`src/rtl/mem_stage_ctrl_if.sv`:
```
// mem_stage_ctrl_if: M-stage operands and data-memory handshake bundle
interface mem_stage_ctrl_if;
  logic [15:0] aluFinalM, wrtDataM, memDataOut, memAddr, memDataIn, readDataM;
  logic memWrtM, readEnM, memAccessM, memDone, memRd, memWr, Stall, err;
  modport master (
    input  aluFinalM, wrtDataM, memWrtM, readEnM, memAccessM, memDataOut, memDone,
    output memAddr, memDataIn, memRd, memWr, readDataM, Stall, err
  );
  modport slave (
    output aluFinalM, wrtDataM, memWrtM, readEnM, memAccessM, memDataOut, memDone,
    input  memAddr, memDataIn, memRd, memWr, readDataM, Stall, err
  );
endinterface

```
`src/rtl/mem_stage_ctrl.sv`:
```
// mem_stage_ctrl: M-stage memory handshake, stall and sticky error; MEM_ALIGN_CHECK_EN enables odd-address rejection
module mem_stage_ctrl #(
  parameter int MAX_WAIT = 64
) (
  input logic clk,
  input logic rst,
  mem_stage_ctrl_if.master bus
);
  typedef enum logic {IDLE, BUSY} state_t;
  state_t state_q;
  logic [7:0] wait_q;
  logic [15:0] rdata_q;
  logic err_q, rd_q;
  logic misalign, busy, issue, timeout, rd_d;
`ifdef MEM_ALIGN_CHECK_EN
  assign misalign = bus.memAccessM & bus.aluFinalM[0];
`else
  logic unused_acc;
  assign unused_acc = bus.memAccessM;
  assign misalign = 1'b0;
`endif
  // issue/timeout decode; in BUSY the latched read flag decides capture
  always_comb begin
    busy = state_q == BUSY;
    issue = !busy && (bus.readEnM || bus.memWrtM) && !misalign;
    timeout = busy && !bus.memDone && wait_q == 8'(MAX_WAIT - 1);
    rd_d = busy ? rd_q : bus.readEnM;
  end
  assign bus.memAddr = bus.aluFinalM;
  assign bus.memDataIn = bus.wrtDataM;
  assign bus.memRd = !rst && issue && bus.readEnM;
  assign bus.memWr = !rst && issue && !bus.readEnM;
  assign bus.Stall = !rst && (issue || busy) && !bus.memDone && !timeout;
  assign bus.readDataM = rst ? 16'h0 : bus.memDone ? bus.memDataOut : rdata_q;
  assign bus.err = err_q;
  // access FSM: wait counter, load-data capture and sticky error
  always_ff @(posedge clk or posedge rst) begin
    if (rst) begin
      state_q <= IDLE;
      wait_q <= 8'd0;
      rdata_q <= 16'h0;
      err_q <= 1'b0;
      rd_q <= 1'b0;
    end else begin
      if (issue && !bus.memDone) state_q <= BUSY;
      else if (busy && (bus.memDone || timeout)) state_q <= IDLE;
      if (issue) begin
        wait_q <= 8'd0;
        rd_q <= bus.readEnM;
      end else if (busy) wait_q <= wait_q + 8'd1;
      if ((issue || busy) && bus.memDone && rd_d) rdata_q <= bus.memDataOut;
      if (timeout || (!busy && misalign)) err_q <= 1'b1;
    end
  end
endmodule

```
`src/flat_wrapper.sv`:
```
// flat-port wrapper written by rule: the top's interface ports become plain ports
module mem_stage_ctrl_flat 
#(
  parameter int MAX_WAIT = 64
)
  (clk, rst, bus_aluFinalM, bus_wrtDataM, bus_memWrtM, bus_readEnM, bus_memAccessM, bus_memDataOut, bus_memDone, bus_memAddr, bus_memDataIn, bus_memRd, bus_memWr, bus_readDataM, bus_Stall, bus_err);
  mem_stage_ctrl_if bus_i ();
  input logic clk;
  input logic rst;
  input wire logic [$bits(bus_i.aluFinalM)-1:0] bus_aluFinalM;
  input wire logic [$bits(bus_i.wrtDataM)-1:0] bus_wrtDataM;
  input wire logic [$bits(bus_i.memWrtM)-1:0] bus_memWrtM;
  input wire logic [$bits(bus_i.readEnM)-1:0] bus_readEnM;
  input wire logic [$bits(bus_i.memAccessM)-1:0] bus_memAccessM;
  input wire logic [$bits(bus_i.memDataOut)-1:0] bus_memDataOut;
  input wire logic [$bits(bus_i.memDone)-1:0] bus_memDone;
  output wire logic [$bits(bus_i.memAddr)-1:0] bus_memAddr;
  output wire logic [$bits(bus_i.memDataIn)-1:0] bus_memDataIn;
  output wire logic [$bits(bus_i.memRd)-1:0] bus_memRd;
  output wire logic [$bits(bus_i.memWr)-1:0] bus_memWr;
  output wire logic [$bits(bus_i.readDataM)-1:0] bus_readDataM;
  output wire logic [$bits(bus_i.Stall)-1:0] bus_Stall;
  output wire logic [$bits(bus_i.err)-1:0] bus_err;
  assign bus_i.aluFinalM = bus_aluFinalM;
  assign bus_i.wrtDataM = bus_wrtDataM;
  assign bus_i.memWrtM = bus_memWrtM;
  assign bus_i.readEnM = bus_readEnM;
  assign bus_i.memAccessM = bus_memAccessM;
  assign bus_i.memDataOut = bus_memDataOut;
  assign bus_i.memDone = bus_memDone;
  assign bus_memAddr = bus_i.memAddr;
  assign bus_memDataIn = bus_i.memDataIn;
  assign bus_memRd = bus_i.memRd;
  assign bus_memWr = bus_i.memWr;
  assign bus_readDataM = bus_i.readDataM;
  assign bus_Stall = bus_i.Stall;
  assign bus_err = bus_i.err;
  mem_stage_ctrl #(.MAX_WAIT(MAX_WAIT)) u_core (.clk(clk), .rst(rst), .bus(bus_i));
endmodule
```
`config.mk`:
```
export PLATFORM = sky130hd
export DESIGN_NAME = mem_stage_ctrl_flat
export DESIGN_NICKNAME = d
export VERILOG_FILES = /design/src/rtl/mem_stage_ctrl_if.sv /design/src/rtl/mem_stage_ctrl.sv /design/src/flat_wrapper.sv
export SDC_FILE = /design/constraint.sdc
export NUM_CORES = 1
export LEC_CHECK = 0
export ABC_CLOCK_PERIOD_IN_PS = 1600
export CORE_ASPECT_RATIO = 0.9
export CORE_MARGIN = 5
export CORE_UTILIZATION = 36
export DETAILED_ROUTE_END_ITERATION = 7
export PLACE_DENSITY = 0.77
export SYNTH_ARGS = -nofsm -noshare
export SYNTH_HDL_FRONTEND = slang
export SYNTH_SLANG_ARGS = --single-unit
```
`constraint.sdc`:
```
create_clock -name clk -period 1.6 [get_ports clk]
set_input_delay 0.16 -clock clk [delete_from_list [all_inputs] [get_ports clk]]
set_output_delay 0.16 -clock clk [all_outputs]
set_load 0.01 [all_outputs]
```
==> results of run 1 <==
==> placed cells by master (no fill, tap or decap), drive strengths merged, types with 2 or more instances in the layout <==
master,n
dfrtp,27
buf,25
clkdlybuf4s50,20
nor2,19
mux2i,18
mux2,17
dlygate4sd2,11
nand2,7
dlymetal6s2s,5
clkbuf,5
nand4,4
o21ai,3
inv,3
nor3,2
nand3,2
clkdlybuf4s15,2
==> worst min-delay path, cell delays in order <==
cell            delay [ps]
dlymetal6s2s_1         160
buf_6                  170
inv_1                   70
buf_4                  200
==> how the worst max path moves through the flow <==
stage | slack [ps] | startpoint | endpoint | cells after the start
CTS | -150 | u_core.wait_q[0] | bus_Stall | 5
finish | -100 | u_core.wait_q[0] | bus_Stall | 5
detailed placement | -280 | u_core.wait_q[0] | bus_Stall | 5
global route | -220 | u_core.wait_q[0] | bus_Stall | 5
floorplan | 80 | u_core.wait_q[0] | bus_Stall | 4
global placement | -240 | u_core.wait_q[0] | bus_Stall | 5
==> cell families (layout without fill, tap and decap cells) <==
family	after synthesis	after routing	synth area share (%)
compound gates	11	11	4.78
xor+xnor	1	1	0.531
fa+ha+maj	1	1	0.759
buf+inv	42	72	18.4
flops	27	27	41.0
mux	35	35	24.8
simple gates	37	37	9.79
==> metal layers <==
| layer | vias to the layer above | wire [um] |
|---|---|---|
| met5 | - | 0 |
| met4 | 0 | 21 |
| met3 | 6 | 209 |
| met2 | 36 | 1660 |
| met1 | 562 | 1440 |
| li1 | 553 | - |
==> where the power goes <==
part / switching, W / internal (W) / leakage, nW / total, W
Clock: 0.000205 / 0.000178 / 0.0228 / 0.000384
Sequential: 0.0000541 / 0.000782 / 0.334 / 0.000836
Combinational: 0.000187 / 0.000304 / 0.730 / 0.000491
Total: 0.000447 / 0.00126 / 1.09 / 0.00171
==> sequential cells by signal, indices dropped and copies added (netlist names) <==
register,cells
u_core.bus.err,1
u_core.busy,1
u_core.rd_q,1
u_core.rdata_q,16
u_core.wait_q,8
==> what timing repair did <==
| action | 4_1_cts | 5_1_grt |
|---|---|---|
| pin swaps | 0 | 3 |
| endpoints found under the setup margin | 19 | 8 |
| hold buffers | 0 | 0 |
| cloned | 1 | 0 |
| gates resized for setup | 21 | 13 |
| buffers inserted | 1 | 1 |
==> stage by stage <==
step           hold WS, ps  setup slack, ps
2_1_floorplan          309             78.0
3_3_place_gp           320             -241
3_5_place_dp           320             -275
4_1_cts                320             -148
5_1_grt                181             -218
6_report               133             -102
==> final cells by class <==
cell class | count | area (um^2) | area share [%]
flip-flops and latches | 27 | 676 | 31.8
well taps | 62 | 77.6 | 3.65
repair buffers | 65 | 632 | 29.8
multi-input cells | 85 | 682 | 32.1
clock buffers | 4 | 45.0 | 2.12
inverters | 3 | 11.3 | 0.530
==> impl_metrics.csv, run 1 <==
group,metric,value,unit
global_routing,grt_pass1_vias,1164,
critical_path,path_class,"flip-flop to primary output",
logic_synthesis,synth_area,1650,um^2
place,place_area,2030,um^2
critical_path,worstPathMaxFanout,2,
detailed_routing,drc_errors,0,
floorplanning,die_area,6040,um^2
place,finalWeightedCongestion,0.779,
critical_path,critPathSlowestCell,"dfrtp_1",
detailed_routing,drtAntennaViolNets,0,
logic_synthesis,syn_nets,209,
logic_synthesis,avgSynthCellArea,10.7,um^2
critical_path,path_cells,"ha_2 -> nand4_1 -> nor2_2 -> a2111oi_2 -> buf_2",
global_routing,antenna_found_initial,0,
detailed_routing,drtPass1Iterations,4,
clocking,clock_latency,270,ps
floorplanning,rows,23,
global_routing,grt_util_met3,2.91,%
logic_synthesis,synth_ff_type,"dfrtp_1",
cells_and_area,n_fill_cell,430,
status,violations,"negative setup slack",
critical_path,timing.rr.start,"u_core.busy",
detailed_routing,via_per_inst,4.70,
timing,tns,-102,ps
critical_path,critPathBufInv,1,
clocking,cts.sinks,27,
cells_and_area,fin_cells,246,
logic_synthesis,synth.most_common_cell,"buf_4",
clocking,cts_tree,"yes",
logic_synthesis,synth.distinct_cells,29,
floorplanning,start_util,37.2,%
flow_run,cap_viol_max_count,0,
floorplanning,pin_count,106,
cells_and_area,drive_above_1_share,28.8,%
clocking,cts_buffers,3,
critical_path,cp.required,1440,ps
floorplanning,core-area,4430,um^2
clocking,cts_buffer_depth,2,
global_routing,grtUsageMet2,19.7,%
logic_synthesis,synth_commonest_cells,"32 x buf_4, 27 x dfrtp_1, 19 x nor2_1, 18 x mux2i_1, 10 x mux2_4",
timing,max_freq,0.588,GHz
timing,rsz0062_at_grt,"yes",
critical_path,reg2reg_to,"u_core.rdata_q[3]",
place,place_inst,239,
clocking,clk_pin_slew_worst_paths,90,ps
timing,setup_viol,1,
timing,finalCritPeriodShare,106,%
detailed_routing,wl_per_cell,13.5,um
cells_and_area,nets,240,
global_routing,overflow,0,
logic_synthesis,synth_top_cell_area_share,41.0,%
logic_synthesis,async_reset_ff_share,100,%
critical_path,arrival,1540,ps
timing,slew-limit-headroom,75.7,%
timing,hold_violations,0,
logic_synthesis,synth_edf_count,0,
status,status,"finished, violations left",
power_and_ir_drop,ir_drop,414,uV
power_and_ir_drop,p_leak,1.09,nW
clocking,cts.root.buffer_cell,"clkbuf_8",
hold_path,min_path_type,"input port to async pin",
logic_synthesis,synthCells,154,
critical_path,end_kind,"primary output",
cells_and_area,final_util,47.9,%
critical_path,reg2reg_depth,5,
critical_path,r2r_slack,80,ps
floorplanning,die_w,81.3,um
cells_and_area,diodes,0,
global_routing,grt-busiest-layer,"met2",
global_routing,grt.met1_usage,14.1,%
timing,worst_pin_slew,362,ps
detailed_routing,wirelength,3.33,mm
timing,finalWorstSetupSlack,-102,ps
logic_synthesis,ys_warn_count,0,
place,port_buffers,40,
detailed_routing,drtIter0Drc,25,
timing,min_period,1700,ps
timing,fin_skew,5.59,ps
timing,finalMaxSlewViolations,0,
logic_synthesis,yosys-top-cells-area,"dfrtp_1 41%, buf_4 15%, mux2i_1 11%",
global_routing,grt_pass1_wl,5.35,mm
logic_synthesis,synth_top_area_cell,"dfrtp_1",
clocking,htree_levels,1,
global_routing,grt_max_degree,17,
power_and_ir_drop,finalPower,0.00171,W
critical_path,path_delay_family,"flip-flops",
critical_path,slowest_delay,390,ps
global_routing,grt_usage,11.5,%
logic_synthesis,yosysSeqAreaShare,41.0,%
power_and_ir_drop,p_per_area,806,nW/um^2
cells_and_area,syn2layout_area_growth,28.8,%
critical_path,cp-start-kind,"flip-flop",
floorplanning,die_y,74.2,um
place,post-dp-hpwl,2.51,mm
cells_and_area,final_cell_area,2120,um^2
detailed_routing,via_count,1157,
logic_synthesis,synth.ff_latch_count,27,
Note: power is estimated with default switching activity, not from simulation.
==> inputs of run 2 (changes only) <==
--- a/config.mk
+++ b/config.mk
@@ -6,10 +6,12 @@
 export NUM_CORES = 1
 export LEC_CHECK = 0
 export ABC_CLOCK_PERIOD_IN_PS = 1600
+export CAP_MARGIN = 5
 export CORE_ASPECT_RATIO = 0.9
 export CORE_MARGIN = 5
 export CORE_UTILIZATION = 36
 export DETAILED_ROUTE_END_ITERATION = 7
+export GPL_ROUTABILITY_DRIVEN = 1
 export PLACE_DENSITY = 0.77
 export SYNTH_ARGS = -nofsm -noshare
 export SYNTH_HDL_FRONTEND = slang
==> results of run 2 <==
No change in the layout: final DEF, timing and power equal those of run 1.
